### config.mk
export PLATFORM = sky130hd
export DESIGN_NAME = pds_rx
export DESIGN_NICKNAME = d
export VERILOG_FILES = /design/src/rtl/pds_rx.sv
export SDC_FILE = /design/constraint.sdc
export NUM_CORES = 1
export LEC_CHECK = 0
export ABC_CLOCK_PERIOD_IN_PS = 3250
export CAP_MARGIN = 20
export CORE_MARGIN = 8
export CORE_UTILIZATION = 30
export CTS_BUF_LIST = sky130_fd_sc_hd__clkbuf_16
export CTS_CLUSTER_SIZE = 16
export DETAILED_ROUTE_END_ITERATION = 10
export HOLD_SLACK_MARGIN = 0.02
export PLACE_DENSITY_LB_ADDON = 0.15
export SYNTH_ARGS = -nofsm -noshare
export SYNTH_HDL_FRONTEND = slang
export SYNTH_SLANG_ARGS = --single-unit
export TNS_END_PERCENT = 20
### constraint.sdc
create_clock -name clk -period 3.25 [get_ports clk]
set_input_delay 0.65 -clock clk [delete_from_list [all_inputs] [get_ports clk]]
set_output_delay 0.65 -clock clk [all_outputs]
set_load 0.02 [all_outputs]
### src/rtl/pds_rx.sv
// ---------------------------------------------------------------------------
// pds_rx : receive-side endpoint of the PDS packet interface.
//
// Accepts byte-serial packets on the ingress side, decodes the header
// (single-port or multicast), forwards payload bytes with a destination
// port mask through a one-stage egress register, verifies length and the
// XOR checksum, and reports per-packet status plus saturating good/error
// packet counters.
//
// Ingress packet:  HDR [7]=mc [2:0]=portno | MASK (mc only) | LEN |
//                  LEN payload bytes | CHK (XOR of all preceding bytes, eop)
//
// Ports:
//   clk        system clock, rising edge
//   rst        synchronous active-high reset
//   in_valid   ingress byte valid
//   in_sop     ingress first byte (header)
//   in_eop     ingress last byte (checksum)
//   in_data    ingress byte
//   in_ready   ingress accept (transfer = in_valid & in_ready)
//   out_valid  egress payload byte valid
//   out_data   egress payload byte
//   out_mask   egress destination port mask
//   out_sop    egress first payload byte
//   out_eop    egress last payload byte
//   out_ready  egress backpressure
//   pkt_done   one-cycle pulse at packet end
//   pkt_ok     packet status, qualified by pkt_done
//   pkt_cnt    count of good packets (saturating)
//   err_cnt    count of errored packets (saturating)
// ---------------------------------------------------------------------------
module pds_rx #(
   parameter int unsigned NUM_PORTS = 8,
   parameter int unsigned CNT_W     = 16
) (
   input  logic                 clk,
   input  logic                 rst,
   input  logic                 in_valid,
   input  logic                 in_sop,
   input  logic                 in_eop,
   input  logic [7:0]           in_data,
   output logic                 in_ready,
   output logic                 out_valid,
   output logic [7:0]           out_data,
   output logic [NUM_PORTS-1:0] out_mask,
   output logic                 out_sop,
   output logic                 out_eop,
   input  logic                 out_ready,
   output logic                 pkt_done,
   output logic                 pkt_ok,
   output logic [CNT_W-1:0]     pkt_cnt,
   output logic [CNT_W-1:0]     err_cnt
);

   typedef enum logic [2:0] {
      S_IDLE,
      S_MASK,
      S_LEN,
      S_PAYLOAD,
      S_CHK,
      S_DONE
   } state_t;

   state_t               state;
   logic [7:0]           xor_acc;    // running XOR of accepted packet bytes
   logic [7:0]           len_rem;    // payload bytes still expected
   logic [NUM_PORTS-1:0] mask;       // destination mask of current packet
   logic                 drop;       // packet has no valid destination
   logic                 first;      // next payload byte is the first one

   logic                 xfer;
   logic                 fin;        // current transfer ends a packet
   logic                 fin_ok;     // ...and that packet is good
   logic                 load;       // current transfer fills egress register
   logic [NUM_PORTS-1:0] hdr_mask;   // one-hot of header portno (0 if out of range)

   // -----------------------------------------------------------------------
   // Ingress accept
   // -----------------------------------------------------------------------
   always_comb begin
      in_ready = 1'b1;
      case (state)
         S_PAYLOAD: in_ready = !out_valid || out_ready;
         S_DONE:    in_ready = 1'b0;
         default:   in_ready = 1'b1;
      endcase
   end

   assign xfer = in_valid && in_ready;

   // -----------------------------------------------------------------------
   // Header port decode; a portno beyond NUM_PORTS yields an empty mask,
   // which is what marks a single-port packet as dropped.
   // -----------------------------------------------------------------------
   always_comb begin
      hdr_mask = '0;
      for (int unsigned i = 0; i < NUM_PORTS; i++) begin
         if (32'(in_data[2:0]) == i) begin
            hdr_mask[i] = 1'b1;
         end
      end
   end

   // -----------------------------------------------------------------------
   // Packet termination decision for the current transfer.
   // A sop outside IDLE closes the running packet as an error in the same
   // cycle the new header is taken, so both packets are accounted for.
   // -----------------------------------------------------------------------
   always_comb begin
      fin    = 1'b0;
      fin_ok = 1'b0;
      if (xfer) begin
         if (state == S_IDLE) begin
            fin = in_sop && in_eop;            // header-only packet: early end
         end else if (in_sop) begin
            fin = 1'b1;                        // truncated packet
         end else if (state == S_CHK) begin
            fin    = 1'b1;
            fin_ok = in_eop && (in_data == xor_acc) && !drop;
         end else begin
            fin = in_eop;                      // early end before CHK
         end
      end
   end

   assign load = xfer && (state == S_PAYLOAD) && !in_sop && !drop;

   // -----------------------------------------------------------------------
   // FSM, egress register, status and counters
   // -----------------------------------------------------------------------
   always_ff @(posedge clk) begin
      if (rst) begin
         state     <= S_IDLE;
         xor_acc   <= '0;
         len_rem   <= '0;
         mask      <= '0;
         drop      <= 1'b0;
         first     <= 1'b0;
         out_valid <= 1'b0;
         out_data  <= '0;
         out_mask  <= '0;
         out_sop   <= 1'b0;
         out_eop   <= 1'b0;
         pkt_done  <= 1'b0;
         pkt_ok    <= 1'b0;
         pkt_cnt   <= '0;
         err_cnt   <= '0;
      end else begin
         // status pulse and saturating counters
         pkt_done <= fin;
         pkt_ok   <= fin_ok;
         if (fin) begin
            if (fin_ok) begin
               if (pkt_cnt != '1) begin
                  pkt_cnt <= pkt_cnt + CNT_W'(1);
               end
            end else begin
               if (err_cnt != '1) begin
                  err_cnt <= err_cnt + CNT_W'(1);
               end
            end
         end

         // egress register: load only when the slot is free (guaranteed by
         // in_ready), otherwise drain on out_ready
         if (load) begin
            out_valid <= 1'b1;
            out_data  <= in_data;
            out_mask  <= mask;
            out_sop   <= first;
            // an early eop on a payload byte closes the egress packet too
            out_eop   <= (len_rem == 8'd1) || in_eop;
         end else if (out_ready) begin
            out_valid <= 1'b0;
            out_sop   <= 1'b0;
            out_eop   <= 1'b0;
         end

         // packet FSM
         case (state)
            S_DONE: begin
               state <= S_IDLE;
            end
            default: begin
               if (xfer) begin
                  if (in_sop) begin
                     // new header, whether from IDLE or truncating a packet
                     xor_acc <= in_data;
                     mask    <= hdr_mask;
                     drop    <= !in_data[7] && (hdr_mask == '0);
                     first   <= 1'b0;
                     len_rem <= '0;
                     if (in_eop) begin
                        state <= S_DONE;
                     end else if (in_data[7]) begin
                        state <= S_MASK;
                     end else begin
                        state <= S_LEN;
                     end
                  end else if (state == S_IDLE) begin
                     state <= S_IDLE;          // stray byte, discarded
                  end else if ((state == S_CHK) || in_eop) begin
                     state <= S_DONE;
                  end else begin
                     xor_acc <= xor_acc ^ in_data;
                     case (state)
                        S_MASK: begin
                           mask  <= in_data[NUM_PORTS-1:0];
                           drop  <= (in_data[NUM_PORTS-1:0] == '0);
                           state <= S_LEN;
                        end
                        S_LEN: begin
                           len_rem <= in_data;
                           first   <= 1'b1;
                           state   <= (in_data == 8'd0) ? S_CHK : S_PAYLOAD;
                        end
                        S_PAYLOAD: begin
                           len_rem <= len_rem - 8'd1;
                           first   <= 1'b0;
                           if (len_rem == 8'd1) begin
                              state <= S_CHK;
                           end
                        end
                        default: begin
                           state <= state;
                        end
                     endcase
                  end
               end
            end
         endcase
      end
   end

endmodule

# ---- Word level (Yosys, flattened, before mapping)
# Index checks and enable logic that the tools add are counted.
dict set report totals {
  inputBits 14
  wordCells 118
  register_bits 82
}
dict set report classes {
  reduce_logical 30
  n_bitwise 3
  n_mux 48
  eq_ne 19
  addsub 3
}
# operator n
set ops {}
lappend ops {{2-to-1 mux 8 bit} 10}
lappend ops {{adder 16 x 1 -> 16 bit (second input constant)} 2}
lappend ops {{!= test 16 bit (second input constant)} 2}
lappend ops {{2-to-1 mux 1 bit} 27}
lappend ops {{equality test 3 bit (second input constant)} 6}
lappend ops {{2-to-1 mux 3 bit} 6}
lappend ops {{zero test 8 bit} 2}
lappend ops {{case mux 8 bit (2 select lines)} 1}
lappend ops {{equality test 3 x 2 -> 1 bit (second input constant)} 4}
lappend ops {{AND reduction 5 bit} 2}
lappend ops {{case mux 3 bit (3 select lines)} 1}
lappend ops {{AND reduction 3 bit} 3}
lappend ops {{equality test 8 x 1 -> 1 bit (second input constant)} 1}
lappend ops {{equality test 8 bit} 1}
lappend ops {{logical AND 1 bit} 8}
lappend ops {{subtractor 8 x 1 -> 8 bit (second input constant)} 1}
lappend ops {{XOR 8 bit} 1}
lappend ops {{equality test 3 x 1 -> 1 bit (second input constant)} 2}
lappend ops {{zero test 3 bit} 2}
lappend ops {{nonzero test 6 bit} 1}
lappend ops {{!= test 5 x 3 -> 1 bit (second input constant)} 1}
lappend ops {{zero test 1 bit} 4}
lappend ops {{!= test 2 bit (second input constant)} 2}
lappend ops {{case mux 1 bit (2 select lines)} 2}
lappend ops {{other kinds (7)} 11}

# ---- Depth between registers and ports, before layout
# Gate-level depths: netlist (run 1).
dict set report logic_depth {
  ltp_word 9
  ltp_mapped 9
  ltp_nobuf 7
}

# ---- Least setup slack after synthesis (run 1)
# No wires, ideal clock.
dict set report synth_timing {
  path_kind {input-to-reg}
  start {in out_ready}
  end {reg err_cnt[13]}
  path_buffers 1
  stages 6
  setup_slack_ns 0.912
  t_arrival_ns 2.217
  path_cell_list {and4bb_2 > a211oi_4 > o211ai_2 > buf_4 > nor4_1 > mux2_2}
}
dict set report synth_via {
  elab_chain_cells 6
  word_cells_on_any_way 7
  classes_between {mux (3); bitwise (1); reduce/logical (3)}
}
# element line_no
set synth_lines {}
lappend synth_lines {{start: declaration} 48} ;# input logic out_ready,
lappend synth_lines {{logical OR 1 bit *} 83} ;# S_PAYLOAD: in_ready = !out_valid || out_ready;
lappend synth_lines {{case mux 1 bit (2 select lines) *} 82} ;# case (state)
lappend synth_lines {{logical AND 1 bit *} 89} ;# assign xfer = in_valid && in_ready;
lappend synth_lines {{2-to-1 mux 1 bit} 112} ;# if (xfer) begin
lappend synth_lines {{inverter 1 bit (no source line)} -}
lappend synth_lines {{AND reduction 3 bit (no source line) *} -}
lappend synth_lines {{end signal: assignment} 159} ;# err_cnt <= err_cnt + CNT_W'(1);
lappend synth_lines {{end: declaration} 52} ;# output logic [CNT_W-1:0] err_cnt
# Mark *: on every way between the ends. The rest lies on a longest branch, timed or not.
# A chain may end at the register's enable or synchronous reset.

# ---- Worst setup path in the final report (run 1)
dict set report layout_timing {
  start {in out_ready}
  end {out in_ready}
}
dict set report layout_via {
  elab_chain_cells 2
}
# element line_no
set layout_lines {}
lappend layout_lines {{logical OR 1 bit} 83}
lappend layout_lines {{case mux 1 bit (2 select lines)} 82}
lappend layout_lines {{end: declaration} 42} ;# output logic in_ready,
# No other way between the ends.

==> results of run 1 <==
==> worst max-delay path, cell delays in order <==
cell	delay (ns)
clkdlybuf4s50_1	0.49
and4bb_2	0.31
o21ai_0	0.23
clkdlybuf4s50_1	0.65
==> placed cells by master, fill, tap and decap left out, types with 7 or more instances in the layout <==
| cell type | n |
|---|---|
| xnor2_1 | 11 |
| a21oi_1 | 73 |
| nand2_1 | 73 |
| or4_1 | 20 |
| buf_4 | 24 |
| clkbuf_16 | 9 |
| or3_1 | 7 |
| and3_1 | 8 |
| nand3_1 | 15 |
| dfxtp_1 | 82 |
| inv_1 | 17 |
| clkdlybuf4s50_1 | 66 |
| o21ai_0 | 21 |
| nor4_1 | 8 |
| nor2_1 | 41 |
| o31ai_1 | 28 |
| nor3_1 | 12 |
| nand4_1 | 15 |
==> final cells by class <==
class	count	area [um^2]
fillers	1519	8840
multi-input cells	414	2500
flip-flops and latches	82	1640
repair buffers	92	866
well taps	184	230
clock buffers	9	225
clock inverters	7	71.3
inverters	15	56.3
==> how the worst max path moves through the flow <==
stage | cells after the start | slack [ns] | endpoint | start
6_report | 4 | 0.27 | in_ready | out_ready
5_1_grt | 4 | 0.15 | in_ready | out_ready
4_1_cts | 4 | 0.21 | in_ready | out_ready
3_5_place_dp | 7 | 0.17 | pkt_cnt[12] | out_ready
3_3_place_gp | 7 | 0.18 | pkt_cnt[12] | out_ready
2_1_floorplan | 6 | 0.91 | err_cnt[13] | out_ready
==> power breakdown <==
part	total (W)	internal [W]	leakage, nW	switching [W]
clock	0.00104	0.000595	0.149	0.000445
combinational	0.000295	0.000121	1.02	0.000173
sequential	0.00107	0.00103	0.665	0.0000351
==> sequential cells by signal (all words and copies together), names as in the netlist, 3 cells and up <==
name,count
out_data,8
state,3
xor_acc,8
len_rem,8
mask,8
err_cnt,16
out_mask,8
pkt_cnt,16
==> layer usage <==
layer	vias to the layer above	GRT usage, %	share of wire, %
li1	2154	-	-
met1	2076	17.7	46
met2	105	22.8	47
met3	17	3.46	5.5
met4	0	6.76	1.9
met5	-	0	0
==> through the flow <==
step                      total power [W]  area [um^2]  instances
final                             0.00240         5590        803
after global routing              0.00250         5590        803
after CTS                         0.00244         5590        803
after detailed placement          0.00138         5290        787
after global placement            0.00138         5290        787
after floorplan                   0.00129         4410        557
==> cell families (layout without fill, tap and decap cells) <==
kind of cell,Yosys count,after routing,share of synthesized area [%]
xor+xnor,11,11,2.18
buf+inv,61,123,6.16
flops,82,82,37.2
fa+ha+maj,4,4,1.13
mux,8,8,1.99
compound gates,157,157,23.5
simple gates,234,234,27.9
==> implementation parameters, run 1 <==
Parameter                              Value

Timing
  Minimum hold slack    0.451 ns
  Final setup violating endpoints    0
  Time the final worst path needs with I/O delays and setup    2.98 ns
  RSZ-0062 raised after global routing    false
  Worst-margin pin slew    1.06 ns
  Max Clock Freq    335 MHz
  Largest clock skew in the final design    0.00655 ns
  Normalized max-slew margin    28.9%
  Sum Neg Setup Slack    0 ns
  Final worst path period share    91.7%
  Final worst-path setup slack    0.268 ns
  Count of endpoints failing hold in the final timing report    0
  Total count of max-transition violations in the final report    0

Clock tree
  TritonCTS clock tree    done
  Clock Path Buffers    2
  Number of buffers created by CTS    9
  Setup bufs post-CTS    0
  Clock latency at the later pin of the worst-skew pair    0.35 ns
  Root Buffer Master    clkbuf_16
  Clock sink count    82
  Total of hold buffers inserted after clock tree synthesis    0
  Clock edge transition at the registers on the reported setup and hold paths    0.06 ns
  H-Tree Level Count    3
  Gates resized, CTS repair    0

Routing
  Via count    4,352
  Routed wire length    13.1 mm
  DRT iter0 DRCs    294
  Final routed DRC violation total    0
  Count of antenna-violating nets left after detailed routing    0
  Avg Vias per Cell    5.42
  Number of iterations in the first detailed-routing pass    5
  Routed wire per std cell    16.4 um

Floorplan
  Vertical die dimension    137 um
  Die Footprint    18,800 um^2
  Initial core utilization    30.6%
  Number of placement rows    44
  CORE AREA    14,400 um^2
  Number of top-level design ports    68
  Die width    137 um

Yosys
  Cells taking the most area after synthesis    dfxtp_1 (37%), a21oi_1 (8.3%), nand2_1 (6.2%)
  Gate Count Post-Synth    557
  Number of enable-type register cells in the synthesized netlist    0
  Syn. warnings    0
  Number of nets in the synthesized netlist    575
  Leading cell type by number of instances after synthesis    dfxtp_1
  Async S/R FF share, synth    0%
  Predominant post-synthesis flop cell    dfxtp_1
  Most instantiated cells after synthesis    dfxtp_1 (82), a21oi_1 (73), nand2_1 (73), nor2_1 (41), o31ai_1 (28)
  Area share of the largest cell type after synthesis    37.2%
  Total standard cell area after synthesis    4410 um^2
  Count of state elements after synthesis    82
  Sequential area share after synthesis    37.2%
  Avg Inst Size Synth    7.92 um^2
  Number of distinct library cell variants in the gate-level netlist after synthesis    57
  Biggest area consumer among synthesized cells    dfxtp_1

Worst setup path
  Setup crit start kind    primary input
  Capture instance of the worst register-to-register path    err_cnt[12]
  Worst reg-to-reg setup slack    0.67 ns
  Element type at the critical path end    output pin
  Critical Path Fanout Max    4
  Req. time, crit path    2.60 ns
  FF-to-FF Start    state[0]
  Worst setup path category    primary input to output pin
  Logic depth of the worst register-to-register path    6
  Arrival time of the worst setup path    2.33 ns

Power
  Leakage    1.83 nW
  IR drop worst, VDD    0.213 mV
  Pwr per Cell Area    430 nW/um^2

Final layout
  Proportion of layout cells with a drive suffix above 1    9.37%
  Util after Layout    38.7%
  Diodes inserted    0
  Area growth, synth to finish    26.7%
  Net count reported at finish    632

Global route
  Antenna violations before repair    0
  Via count of the first global-routing pass    4,070
  Wire length of the first global-routing pass    21.2 mm
  Total overflow reported by the global router    0
  Pin count of the biggest net entering global routing    45
  Total track usage    14.3%

Place
  Post-Place Worst Slack    0.174 ns
  Placer Congestion    0.847
  DP HPWL    9.28 mm
  IO Port Bufs    67

Worst hold path
  Worst hold start    out_mask[3]
  Worst hold path endpoint    out_mask[3]
  Min-delay worst type    flip-flop to flip-flop
  Hold Crit Depth    2

Status
  Outcome    finished clean

Run
  Number of violations of the max-capacitance limit    0
Power figures use the tool's default switching activity.
==> run 2, diff against run 1 <==
--- a/config.mk
+++ b/config.mk
@@ -14,6 +14,7 @@
 export DETAILED_ROUTE_END_ITERATION = 10
 export HOLD_SLACK_MARGIN = 0.02
 export PLACE_DENSITY_LB_ADDON = 0.15
+export SLEW_MARGIN = 20
 export SYNTH_ARGS = -nofsm -noshare
 export SYNTH_HDL_FRONTEND = slang
 export SYNTH_SLANG_ARGS = --single-unit
==> results of run 2 <==
Final layout, timing and power as in run 1 (identical DEF).
==> run 3, diff against run 2 <==
--- a/config.mk
+++ b/config.mk
@@ -5,13 +5,14 @@
 export SDC_FILE = /design/constraint.sdc
 export NUM_CORES = 1
 export LEC_CHECK = 0
-export ABC_CLOCK_PERIOD_IN_PS = 3250
+export ABC_CLOCK_PERIOD_IN_PS = 2600
 export CAP_MARGIN = 20
 export CORE_MARGIN = 8
 export CORE_UTILIZATION = 30
 export CTS_BUF_LIST = sky130_fd_sc_hd__clkbuf_16
 export CTS_CLUSTER_SIZE = 16
 export DETAILED_ROUTE_END_ITERATION = 10
+export DONT_BUFFER_PORTS = 1
 export HOLD_SLACK_MARGIN = 0.02
 export PLACE_DENSITY_LB_ADDON = 0.15
 export SLEW_MARGIN = 20
==> constraint.sdc (replaced) <==
create_clock -name clk -period 2.6 [get_ports clk]
set_input_delay 0.52 -clock clk [delete_from_list [all_inputs] [get_ports clk]]
set_output_delay 0.52 -clock clk [all_outputs]
set_load 0.02 [all_outputs]
==> run 3 against run 2 <==
Hold slack lost 0.19 ns. Global-route usage shrank 0.26 points. Clock-buffer cell count is the same. Clock skew grew 0.0016 ns. Via count shrank 6.5%. Core utilization shrank 4.6 points. Critical path type is now flip-flop to flip-flop.
==> implementation parameters, run 3 (synthesis gave the netlist of run 1 again) <==
Parameter                              Value

Timing
  Largest clock skew in the final design    0.00818 ns (+0.00163 ns)
  Count of endpoints failing hold in the final timing report    0 (unchanged)
  Final worst path period share    92.0%
  Time the final worst path needs with I/O delays and setup    2.39 ns
  Final setup violating endpoints    0 (unchanged)
  Max Clock Freq    418 MHz
  Total count of max-transition violations in the final report    0 (unchanged)
  Sum Neg Setup Slack    0 ns (unchanged)
  Normalized max-slew margin    51.7% (+23 points)
  RSZ-0062 raised after global routing    false
  Final worst-path setup slack    0.208 ns (-0.0604 ns)
  Worst-margin pin slew    0.717 ns (-0.342 ns)

Routing
  Avg Vias per Cell    5.48 (+1.1%)
  Count of antenna-violating nets left after detailed routing    0 (unchanged)
  Number of iterations in the first detailed-routing pass    4 (-1)
  Final routed DRC violation total    0 (unchanged)
  Via count    4,067 (-6.5%)
  DRT iter0 DRCs    265 (-9.9%)
  Routed wire per std cell    17.5 um (+6.9%)
  Routed wire length    13.0 mm (-1.2%)

Worst hold path
  Min-delay worst type    primary input to flip-flop

Clock tree
  Clock Path Buffers    2 (unchanged)
  Total of hold buffers inserted after clock tree synthesis    0 (unchanged)
  Number of buffers created by CTS    9 (unchanged)
  TritonCTS clock tree    done
  Clock edge transition at the registers on the reported setup and hold paths    0.06 ns (about the same)
  Setup bufs post-CTS    0 (unchanged)
  Clock latency at the later pin of the worst-skew pair    0.34 ns (about the same)
  Gates resized, CTS repair    0 (unchanged)
  H-Tree Level Count    3 (unchanged)
  Clock sink count    82 (unchanged)
  Root Buffer Master    clkbuf_16

Final layout
  Proportion of layout cells with a drive suffix above 1    11.1% (+1.7 points)
  Most common cell after layout, fill and taps aside    dfxtp_1
  Diodes inserted    0 (unchanged)
  Area growth, synth to finish    11.5%
  Registers with the most flip-flops    err_cnt: 16 flops, pkt_cnt: 16 flops
  Footprint of the multi-input gates    2500 um^2 (unchanged)
  Flip-flop and latch area    1640 um^2 (unchanged)
  Net count reported at finish    572 (-9.5%)
  Leading cell types in the layout, fill and taps excluded    dfxtp_1 (82), nand2_1 (73), a21oi_1 (73)
  Fill count    1,566 (+3.1%)

Floorplan
  Die Footprint    18,800 um^2 (unchanged)
  Initial core utilization    30.6% (unchanged)
  Number of top-level design ports    68 (unchanged)
  Die width    137 um (unchanged)
  Number of placement rows    44 (unchanged)
  Vertical die dimension    137 um (unchanged)
  CORE AREA    14,400 um^2 (unchanged)

Global route
  Via count of the first global-routing pass    3,849 (-5.4%)
  Total overflow reported by the global router    0 (unchanged)
  Total track usage    14.0% (-0.26 points)
  Wire length of the first global-routing pass    20.8 mm (-1.8%)
  Pin count of the biggest net entering global routing    85 (+89%)
  Antenna violations before repair    0 (unchanged)

Run
  Number of violations of the max-capacitance limit    0 (unchanged)

Worst setup path
  Critical Path Slowest Stage Cell    dfxtp_1
  Critical Path Fanout Max    24 (+20)
  Arrival time of the worst setup path    2.62 ns (+0.29 ns)
  Worst stage delay on the critical path    0.57 ns (-0.08 ns)
  Crit path top cell by count    buf_4
  CP cell instances    buf_4 > nor2_1 > a22oi_1 > o211ai_2 > buf_4 > nor4_1 > mux2_2
  Req. time, crit path    2.83 ns (+0.23 ns)
  Worst setup path category    flip-flop to flip-flop
  Element type at the critical path end    flip-flop
  Setup crit start kind    flip-flop

Status
  Outcome    finished clean

Power
  IR drop worst, VDD    0.320 mV (+50%)
  Pwr per Cell Area    560 nW/um^2 (+30%)
  Leakage    1.62 nW (-12%)

Place
  IO Port Bufs    0 (-100%)
  Post-Place Worst Slack    0.227 ns (+0.0537 ns)
  Placer Congestion    0.798 (-5.8%)
  DP HPWL    9.00 mm (-3.1%)
==> run 3: final timing paths <==
kind,from,cells after the start,slack [ns],to
setup / recovery,state[0],7,0.21,err_cnt[13]
hold / removal,rst,1,0.26,err_cnt[3]
setup reg to reg,state[0],7,0.21,err_cnt[13]
hold reg to reg,len_rem[7],2,0.45,len_rem[7]
==> run 3: area by class of cell <==
cell class	count	area share [%]
flip-flops and latches	82	33.4
inverters	15	1.15
repair buffers	32	4.89
clock buffers	9	4.58
well taps	184	4.68
multi-input cells	414	50.8
clock inverters	6	0.534
==> run 3: through the flow <==
stage               instances  hold WS (ns)  util, %  power, W  area (um^2)
floorplan                 557         0.432        -   0.00161         4410
global placement          727         0.434     32.3   0.00164         4670
finish                    742         0.261     34.1   0.00275         4920
global route              742         0.234     34.1   0.00288         4920
detailed placement        727         0.447     32.3   0.00164         4670
CTS                       742         0.234     34.1   0.00280         4920
==> run 3: critical path: cells and delay by family, from the launching register on <==
kind	cells	cell delay [ns]
buf+inv	2	0.48
flops	1	0.57
mux	1	0.38
simple gates	2	0.44
compound gates	2	0.41
==> run 3: power by group <==
part / switching [W] / total [W] / internal [W]
logic: 0.000164 / 0.000290 / 0.000126
clock network: 0.000509 / 0.00114 / 0.000626
registers: 0.0000343 / 0.00133 / 0.00129
total: 0.000707 / 0.00275 / 0.00204
==> run 3: metal layers <==
metal / vias to the layer above / part of all wire [%] / routed length, um / GRT usage [%]
li1: 2028 / - / - / -
met1: 1933 / 45 / 5800 / 16.5
met2: 92 / 47 / 6070 / 23.4
met3: 14 / 7.1 / 918 / 4.60
met4: 0 / 1.5 / 190 / 4.71
met5: - / 0 / 0 / 0
